--- src/rtl/ps2_mouse_pkg.sv ---
// ps2_mouse_pkg: shared packet FSM states, status bit indices and delta saturation for the PS/2 mouse tracker
package ps2_mouse_pkg;
    typedef enum logic [1:0] {S_B0, S_B1, S_B2, S_B3} state_t;
    localparam int BIT_L = 0;
    localparam int BIT_R = 1;
    localparam int BIT_M = 2;
    localparam int BIT_SYNC = 3;
    localparam int BIT_XS = 4;
    localparam int BIT_YS = 5;
    localparam int BIT_XO = 6;
    localparam int BIT_YO = 7;
    localparam logic signed [8:0] DELTA_MAX = 9'sh0FF;
    localparam logic signed [8:0] DELTA_MIN = 9'sh100;
    function automatic logic signed [8:0] sat_delta(input logic sign, input logic ovf, input logic [7:0] b);
        return ovf ? (sign ? DELTA_MIN : DELTA_MAX) : $signed({sign, b});
    endfunction
endpackage

--- src/rtl/ps2_sat_accum.sv ---
// ps2_sat_accum: adds or subtracts a 9-bit signed delta to a position and clamps the result to 0..MAX
module ps2_sat_accum #(
    parameter int POS_W = 11,
    parameter int MAX = 639
) (
    input  logic [POS_W-1:0]  pos,
    input  logic signed [8:0] delta,
    input  logic              sub,
    output logic [POS_W-1:0]  sum
);
    logic signed [POS_W+1:0] p, d, s;
    always_comb begin
        p = $signed({2'b00, pos});
        d = $signed({{(POS_W-7){delta[8]}}, delta});
        s = sub ? p - d : p + d;
        sum = s[POS_W+1] ? '0 : (s > $signed((POS_W+2)'(MAX))) ? POS_W'(MAX) : s[POS_W-1:0];
    end
endmodule

--- src/rtl/ps2_mouse_tracker.sv ---
// ps2_mouse_tracker: assembles 3/4-byte PS/2 mouse packets into clamped cursor position, deltas and button events
module ps2_mouse_tracker
    import ps2_mouse_pkg::*;
#(
    parameter int CLK_HZ = 27_000_000,
    parameter int TIMEOUT_US = 2000,
    parameter int POS_W = 11,
    parameter int X_MAX = 639,
    parameter int Y_MAX = 479,
    parameter int INVERT_Y = 1
) (
    input  logic              clk,
    input  logic              rst,
    input  logic [7:0]        rx_data,
    input  logic              rx_ready,
    input  logic              rx_error,
    input  logic              wheel_mode,
    input  logic              recenter,
    output logic [POS_W-1:0]  pos_x,
    output logic [POS_W-1:0]  pos_y,
    output logic signed [8:0] dx,
    output logic signed [8:0] dy,
    output logic signed [3:0] dz,
    output logic [2:0]        buttons,
    output logic [2:0]        btn_press,
    output logic [2:0]        btn_release,
    output logic              pkt_valid,
    output logic              sync_err,
    output logic              timeout_err
);
    localparam int TIMEOUT_CYCLES = CLK_HZ / 1_000_000 * TIMEOUT_US;
    localparam int CW = $clog2(TIMEOUT_CYCLES + 1);
    localparam logic [POS_W-1:0] CX = POS_W'(X_MAX >> 1);
    localparam logic [POS_W-1:0] CY = POS_W'(Y_MAX >> 1);

    state_t state, state_n;
    logic [7:4] sflag;
    logic [2:0] sbtn;
    logic [7:0] b1, b2, yb;
    logic wm, take, fin, to_hit;
    logic [CW-1:0] cnt;
    logic signed [8:0] dx_n, dy_n;
    logic signed [3:0] dz_n;
    logic [POS_W-1:0] px_n, py_n;

    always_comb begin
        take = rx_ready & ~rx_error;
        to_hit = (state != S_B0) && (cnt == CW'(TIMEOUT_CYCLES)) && !rx_ready && !rx_error;
        fin = take && (state == S_B3 || (state == S_B2 && !wm));
        state_n = rx_error ? S_B0 :
                  rx_ready ? ((state == S_B0) ? (rx_data[BIT_SYNC] ? S_B1 : S_B0) :
                              (state == S_B1) ? S_B2 :
                              (state == S_B2 && wm) ? S_B3 : S_B0) :
                  to_hit ? S_B0 : state;
        // in 3-byte packets the Y byte is the one arriving right now
        yb = (state == S_B2) ? rx_data : b2;
        dx_n = sat_delta(sflag[BIT_XS], sflag[BIT_XO], b1);
        dy_n = sat_delta(sflag[BIT_YS], sflag[BIT_YO], yb);
        dz_n = (state == S_B3) ? $signed(rx_data[3:0]) : 4'sd0;
    end

    ps2_sat_accum #(.POS_W(POS_W), .MAX(X_MAX)) u_acc_x (
        .pos(pos_x), .delta(dx_n), .sub(1'b0), .sum(px_n)
    );
    ps2_sat_accum #(.POS_W(POS_W), .MAX(Y_MAX)) u_acc_y (
        .pos(pos_y), .delta(dy_n), .sub(INVERT_Y != 0), .sum(py_n)
    );

    always_ff @(posedge clk or posedge rst) begin
        if (rst) begin
            state <= S_B0;
            cnt <= '0;
            sflag <= '0;
            sbtn <= '0;
            b1 <= '0;
            b2 <= '0;
            wm <= 1'b0;
        end else begin
            state <= state_n;
            cnt <= (state_n == S_B0 || rx_ready) ? '0 : cnt + 1'b1;
            if (take && state == S_B0 && rx_data[BIT_SYNC]) begin
                sflag <= rx_data[7:4];
                sbtn <= rx_data[2:0];
                wm <= wheel_mode;
            end
            if (take && state == S_B1) b1 <= rx_data;
            if (take && state == S_B2) b2 <= rx_data;
        end
    end

    always_ff @(posedge clk or posedge rst) begin
        if (rst) begin
            pos_x <= CX;
            pos_y <= CY;
            dx <= '0;
            dy <= '0;
            dz <= '0;
            buttons <= '0;
            btn_press <= '0;
            btn_release <= '0;
            pkt_valid <= 1'b0;
            sync_err <= 1'b0;
            timeout_err <= 1'b0;
        end else begin
            pkt_valid <= fin;
            sync_err <= take && state == S_B0 && !rx_data[BIT_SYNC];
            timeout_err <= to_hit;
            btn_press <= fin ? sbtn & ~buttons : 3'b000;
            btn_release <= fin ? ~sbtn & buttons : 3'b000;
            pos_x <= recenter ? CX : fin ? px_n : pos_x;
            pos_y <= recenter ? CY : fin ? py_n : pos_y;
            if (fin) begin
                dx <= dx_n;
                dy <= dy_n;
                dz <= dz_n;
                buttons <= sbtn;
            end
        end
    end
endmodule

--- config.mk ---
export PLATFORM = sky130hd
export DESIGN_NAME = ps2_mouse_tracker
export DESIGN_NICKNAME = d
export VERILOG_FILES = /design/src/rtl/ps2_mouse_pkg.sv /design/src/rtl/ps2_sat_accum.sv /design/src/rtl/ps2_mouse_tracker.sv
export SDC_FILE = /design/constraint.sdc
export NUM_CORES = 1
export LEC_CHECK = 0
export CAP_MARGIN = 20
export CELL_PAD_IN_SITES_DETAIL_PLACEMENT = 1
export CELL_PAD_IN_SITES_GLOBAL_PLACEMENT = 1
export CORE_ASPECT_RATIO = 1.25
export CORE_MARGIN = 10
export CORE_UTILIZATION = 47
export DETAILED_ROUTE_END_ITERATION = 7
export GPL_ROUTABILITY_DRIVEN = 0
export HOLD_SLACK_MARGIN = 0.05
export PLACE_DENSITY_LB_ADDON = 0.08
export RECOVER_POWER = 25
export SYNTH_ARGS = -nofsm -noshare
export SYNTH_HDL_FRONTEND = slang
export SYNTH_HIERARCHICAL = 1
export SYNTH_SLANG_ARGS = --single-unit
export TNS_END_PERCENT = 1
--- constraint.sdc ---
create_clock -name clk -period 8.2 [get_ports clk]
set_input_delay 0.82 -clock clk [delete_from_list [all_inputs] [get_ports clk]]
set_output_delay 0.82 -clock clk [all_outputs]
set_load 0.01 [all_outputs]
* Word level (Yosys, flattened, before mapping) *
Index checks and enable logic that the tools add are counted.

cells by class
  order comparisons = 2
  bitwise gates (word level) = 6
  reduce and logical (&&, ||, !) cells = 21
  equality and inequality tests = 4
  add/sub/neg operators = 3
  muxes and demuxes = 24

operator list
  operator                 number
  $mux W11                 8
  $mux W9                  4
  $add A16 B1 Y16 const B  1
  $eq A16 B16 Y1 const B   1
  $mux W16                 1
  $add A12 B9 Y13          1
  $gt A13 B10 Y1 const B   1
  $gt A13 B11 Y1 const B   1
  $sub A12 B9 Y13          1
  $mux W2                  6
  $logic_and A1 B1 Y1      11
  $mux W8                  1
  $and A3 B3 Y3            2
  $mux W3                  2
  $not A3 Y3               2
  $eq A2 B2 Y1 const B     2
  $logic_not A1 Y1         4
  $logic_not A2 Y1         2
  $mux W4                  1
  $reduce_bool A2 Y1       2
  $eq A2 B1 Y1 const B     1
  $logic_or A1 B1 Y1       2
  $and A1 B1 Y1            1
  $mux W1                  1
  $not A1 Y1               1

storage, ports and cells
  bits of input ports = 14
  output and inout port bits = 56
  word-level logic and storage cells = 78
  flip-flop bits (word level) = 98

* Depth between registers and ports, before layout *
  depth in word-level cells = 10
  mapped depth = 20
  depth with buffers taken out = 18

* By module *
The synthesis kept the hierarchy.

by module, submodules not included
  module                    instances  area an instance (um^2)  seq. area each (um^2)  cells each
  ps2_mouse_tracker         1          4282.9                   2469.9                 413
  ps2_sat_accum at u_acc_x  1          947.2                    0.0                    122
  ps2_sat_accum at u_acc_y  1          859.6                    0.0                    117

* Worst setup path before layout *
No wires, ideal clock.

  kind = register -> register
  start point = reg sflag[6] in the netlist's numbering
  end point = reg pos_x[7]
  required time = 8.122 ns
  slack = 4.696 ns
  buffers on the path = 1
  stages on the path, launching flop included = 16
  library setup time = 0.078 ns
  arrival = 3.426 ns
  period minus slack after synthesis = 3.504 ns
  cell sequence = dfrtp_1 > clkbuf_1 > o21ai_0 > inv_1 > ha_1 > mux2_2 > fa_1 > nor2b_1 > o211ai_2 > a21oi_1 > o311ai_1 > a21o_2 > xnor2_4 > nor4b_4 > nand2_1 > a21oi_1

between the ends
  word-level cells in the longest chain between the ends = 7

RTL lines
  element                    RTL line                  source
  from (decl)                ps2_mouse_tracker.sv:37   logic [7:4] sflag;
  from (signal assigned)     ps2_mouse_tracker.sv:82   sflag <= rx_data[7:4];
  $mux W9 (*)                ps2_mouse_pkg.sv:15       return ovf ? (sign ? DELTA_MIN : DELTA_MAX) : $signed({sign, b});
  named net dx_n[0]          ps2_mouse_tracker.sv:42   logic signed [8:0] dx_n, dy_n;
  $add A12 B9 Y13 (*)        ps2_sat_accum.sv:15       s = sub ? p - d : p + d;
  $gt A13 B11 Y1             ps2_sat_accum.sv:16       sum = s[POS_W+1] ? '0 : (s > $signed((POS_W+2)'(MAX))) ? POS_W'(MAX) : s[POS_W-1:0];
  $mux W11                   ps2_sat_accum.sv:16
  $mux W11 (*)               ps2_sat_accum.sv:16
  named net px_n[7]          ps2_mouse_tracker.sv:44   logic [POS_W-1:0] px_n, py_n;
  $mux W11 (*) (2 in a row)  ps2_mouse_tracker.sv:110  pos_x <= recenter ? CX : fin ? px_n : pos_x;
  to (signal assigned)       ps2_mouse_tracker.sv:110
  to (decl)                  ps2_mouse_tracker.sv:19   output logic [POS_W-1:0] pos_x,

The timed path passes the listed nets; every way through them passes the cells marked *. The select of a mux whose other input is x is not followed.
A chain may end at the register's enable or synchronous reset.

* Worst setup path after layout *
  start point = reg state[1]
  end point = reg pos_y[5]

between the ends
  word-level cells in the longest chain between the ends = 9
  elaborated cells between the ends (all ways) = 14
  classes of those cells = add/sub: 1; order compare: 1; eq/ne: 2; mux: 6; reduce/logical: 4

RTL lines
  element                    RTL line                  source
  from (decl)                ps2_mouse_tracker.sv:36   state_t state, state_n;
  from (signal assigned)     ps2_mouse_tracker.sv:79   state <= state_n;
  $eq A2 B2 Y1 (*)           ps2_mouse_tracker.sv:56   yb = (state == S_B2) ? rx_data : b2;
  $mux W8 (*)                ps2_mouse_tracker.sv:56
  $mux W9 (*)                ps2_mouse_pkg.sv:15
  named net dy_n[2]          ps2_mouse_tracker.sv:42
  $sub A12 B9 Y13 (*)        ps2_sat_accum.sv:15
  $gt A13 B10 Y1             ps2_sat_accum.sv:16
  $mux W11                   ps2_sat_accum.sv:16
  $mux W11 (*)               ps2_sat_accum.sv:16
  named net py_n[5]          ps2_mouse_tracker.sv:44
  $mux W11 (*) (2 in a row)  ps2_mouse_tracker.sv:111  pos_y <= recenter ? CY : fin ? py_n : pos_y;
  to (signal assigned)       ps2_mouse_tracker.sv:111
  to (decl)                  ps2_mouse_tracker.sv:20   output logic [POS_W-1:0] pos_y,

Marks and branches as above.

==> results by group <==
Clocking
  – Clk root buf: clkbuf_16
  – Post-cts resize count: 0
  – CTS tree: yes
  – Clk sinks: 98
  – Post-CTS Setup Inserts: 0
  – # hold bufs at CTS: 0
  – Clock buffer depth: 2
  – Clk slew on worst S/H paths: 70 ps
  – Clk_lat worst skew: 350 ps
  – H-tree lvl count: 3
  – Num CTS Buffers: 9

Worst setup path
  – Startpoint of the worst register-to-register path: state[1]
  – Worst path max stage delay: 670 ps
  – Crit end category: flip-flop
  – CP required: ~8500 ps
  – Critical Path Fanout Max: 14
  – CP Class: flip-flop to flip-flop
  – Startpoint Class: flip-flop
  – Max stage delay cell, worst path: dfrtp_1
  – Reg2Reg Depth: 13
  – Flop2flop setup slack: 3850 ps
  – Crit path DAT: 4630 ps
  – FF-to-FF End: pos_y[5]
  – CP cell instances: nor2b_1 > nand2_1 > a31oi_1 > xnor2_1 > ha_1 > nor2b_1 > o2111ai_1 > and2_1 > o311ai_0 > o221a_1 > and4b_1 > nand2_1 > nand3b_1

Finish
  – Nets: 748
  – Layout cells sized above 1: 12.1%
  – Area grow syn2layout: 16.5%
  – Post-Layout Cell Count: between 800 and 900
  – Antenna diodes: 0

Routing
  – First-pass DRT Iterations: 4
  – Wirelength per Cell: 18.8 microns
  – Detailed Route WL: 16,500 microns
  – Vias after detailed routing: 4,951
  – Vias per cell: 5.63
  – # DRC: 0
  – DRT iter0 DRCs: 271
  – Remaining antenna violation count: 0

Logic synthesis
  – Sequential fraction of the synthesis area: between 40% and 50%
  – Synth unique cells: 73
  – Post-synthesis cell count: 652
  – Top-area cell type share of the netlist area: around 35%
  – Ys async rst share: 100%
  – Average instance area after synthesis: ~9.3 sq um
  – FF+latch count, synth: 98
  – Ys Warns: 6
  – Cell taking the most area after synthesis: dfrtp_1
  – Post-synth EDFFs: 0
  – Syn Std Cell Area: 6090 sq um
  – Most area-consuming cells after synthesis: dfrtp_1 (35%), nand2_1 (6.2%), dfstp_2 (6.0%)
  – Top_reg_cell synth: dfrtp_1

Outcome
  – Failing checks: max-capacitance violations, max-slew violations
  – Outcome: finished with violations

Die
  – I/O pins: 70
  – Die height: 147 microns
  – Row count: 46
  – Die Width: roughly 120 microns
  – Full die area: 17,900 sq um
  – Core Area: about 13,000 sq um
  – Initial Util: about 48%

Pwr
  – Power share of the clock group: 22.0%
  – Switching share of total power: 40.5%
  – Pint: between 1 and 1.5 mW
  – Reg power frac: 31.5%
  – Switch Pwr: 0.766 mW
  – Peak VDD IR: 0.110 mV
  – Combinational Power Share: 46.5%
  – Pwr Density: ~270 nW/um^2
  – Static Leak: 3.10 nW

Global routing
  – First-pass GRT wire length: 27,500 microns
  – Gr ovfl total: 0
  – Antenna violations before repair: 0
  – GRT Total Usage: 18.7%
  – Largest net degree at the start of global routing: 62
  – Vias in the first global route: 5,290

STA
  – Hold WS: 484 ps
  – Endpoints failing hold: 0
  – Max transition margin: -12.1%
  – Pins Over Slew Limit: 39
  – Unrepaired setup endpoints after global routing: false
  – Tcrit/Tclk final: 53.1%
  – Fin crit period: approximately 4400 ps
  – Pin slew with the least headroom to its limit: 1670 ps
  – Clk_skew: 10.1 ps
  – Fmax: 0.230 GHz
  – Setup violations, final: 0
  – Sum Neg Setup Slack: 0 ps

Placed design
  – Placed Cells: 863
  – IO buf count: 69
  – HPWL after detailed placement: approximately 12,000 microns

Hold path
  – Hold path depth: 1
  – Hold EP: btn_press[2]
  – Critical hold path startpoint: buttons[2]
  – Min-delay worst type: flip-flop to flip-flop

Flow run
  – Max-cap violations: 1
worst max-delay path by stage:
stage	start	to	slack, ps
global route	state[1]	pos_y[4]	3500
finish	state[1]	pos_y[5]	3850
detailed placement	rx_data[3]	pos_y[4]	3760
global placement	rx_data[2]	pos_y[5]	3980
floorplan	sflag[6]	pos_x[7]	4700
CTS	state[1]	pos_y[5]	3870
metrics by stage:
step	setup WS (ps)	instance area, sq um	total power [mW]	utilization (%)
after floorplan	4700	6100	1.23	-
after CTS	3870	7110	1.90	55.9
after global placement	3980	6830	1.44	53.7
after global routing	3500	7090	2.02	55.8
after detailed placement	3760	6830	1.48	53.7
final	3850	7090	1.89	55.8
Yosys cell counts, drive strengths merged, types with 2 or more instances:
cell       n
nand4      9
buf       19
a21oi     41
o21a       5
a31oi     17
mux2i      3
nand2b    12
o21bai     2
mux2      26
a22oi      2
ha        26
or3        2
o221a      2
o2bb2ai    2
nor4       3
and2       6
nand3b    14
and3       5
o2111ai    3
o21ai     34
nor2b      6
clkbuf    11
a21o       5
o211ai     5
nand2    102
and4       5
xor2      21
dfrtp     84
nor4bb     2
o311ai     2
conb       4
a211o      2
xnor2     24
nor2      62
fa         2
dfstp     14
nor3       8
nor3b      8
nand3     11
inv       31
placed cells by master (no fill, tap or decap), types with 23 or more instances in the layout:
| cell | Yosys | layout |
|---|---|---|
| dfrtp_1 | 84 | 84 |
| a21oi_1 | 37 | 37 |
| ha_1 | 26 | 26 |
| nor2_1 | 61 | 62 |
| nand2_1 | 101 | 101 |
| xnor2_1 | 23 | 23 |
| mux2_2 | 24 | 24 |
| inv_1 | 29 | 28 |
| o21ai_0 | 30 | 30 |
| clkdlybuf4s50_1 | 0 | 56 |
power groups by stage:
stage,registers (mW),logic (mW),clock network (mW)
final,0.596,0.879,0.415
after global placement,0.602,0.839,0
after detailed placement,0.606,0.872,0
after CTS,0.597,0.883,0.423
after global routing,0.605,0.969,0.444
after floorplan,0.604,0.630,0
kinds of logic after synthesis:
logic type,after synthesis,share of synthesized area (%)
other cells,4,0.246
buf+inv,61,4.97
xor+xnor,45,6.78
simple gates,257,21.9
fa+ha+maj,28,6.00
compound gates,130,14.2
flops,98,40.6
mux,29,5.30
registers in the layout, indices dropped and copies added, names as in the netlist:
name         cells
sflag            4
timeout_err      1
pos_y           11
btn_press        3
b2               8
btn_release      3
b1               8
dx               9
cnt             16
buttons          3
sync_err         1
sbtn             3
dy               9
pkt_valid        1
pos_x           11
state            2
wm               1
dz               4
critical path: cells and delay by family (launching register included):
family,cells,cell delay [ps]
compound gates,4,1640
xor+xnor,1,140
fa+ha+maj,1,360
flops,1,670
simple gates,7,1480
final cells by class:
cell class	instances	area [sq um]
sequential	98	2470
clock buffer	9	225
fill	1475	5630
timing repair buffer	71	706
multi-input combinational	495	3310
clock inverter	7	58.8
tap	168	210
inverter	31	118
layer usage:
layer	part of all wire, %	global-route usage (%)
met2	52	32.7
met5	0	0
met3	3.9	3.53
met4	1.5	5.20
met1	43	22.5
Note: power is estimated with default switching activity, not from simulation.
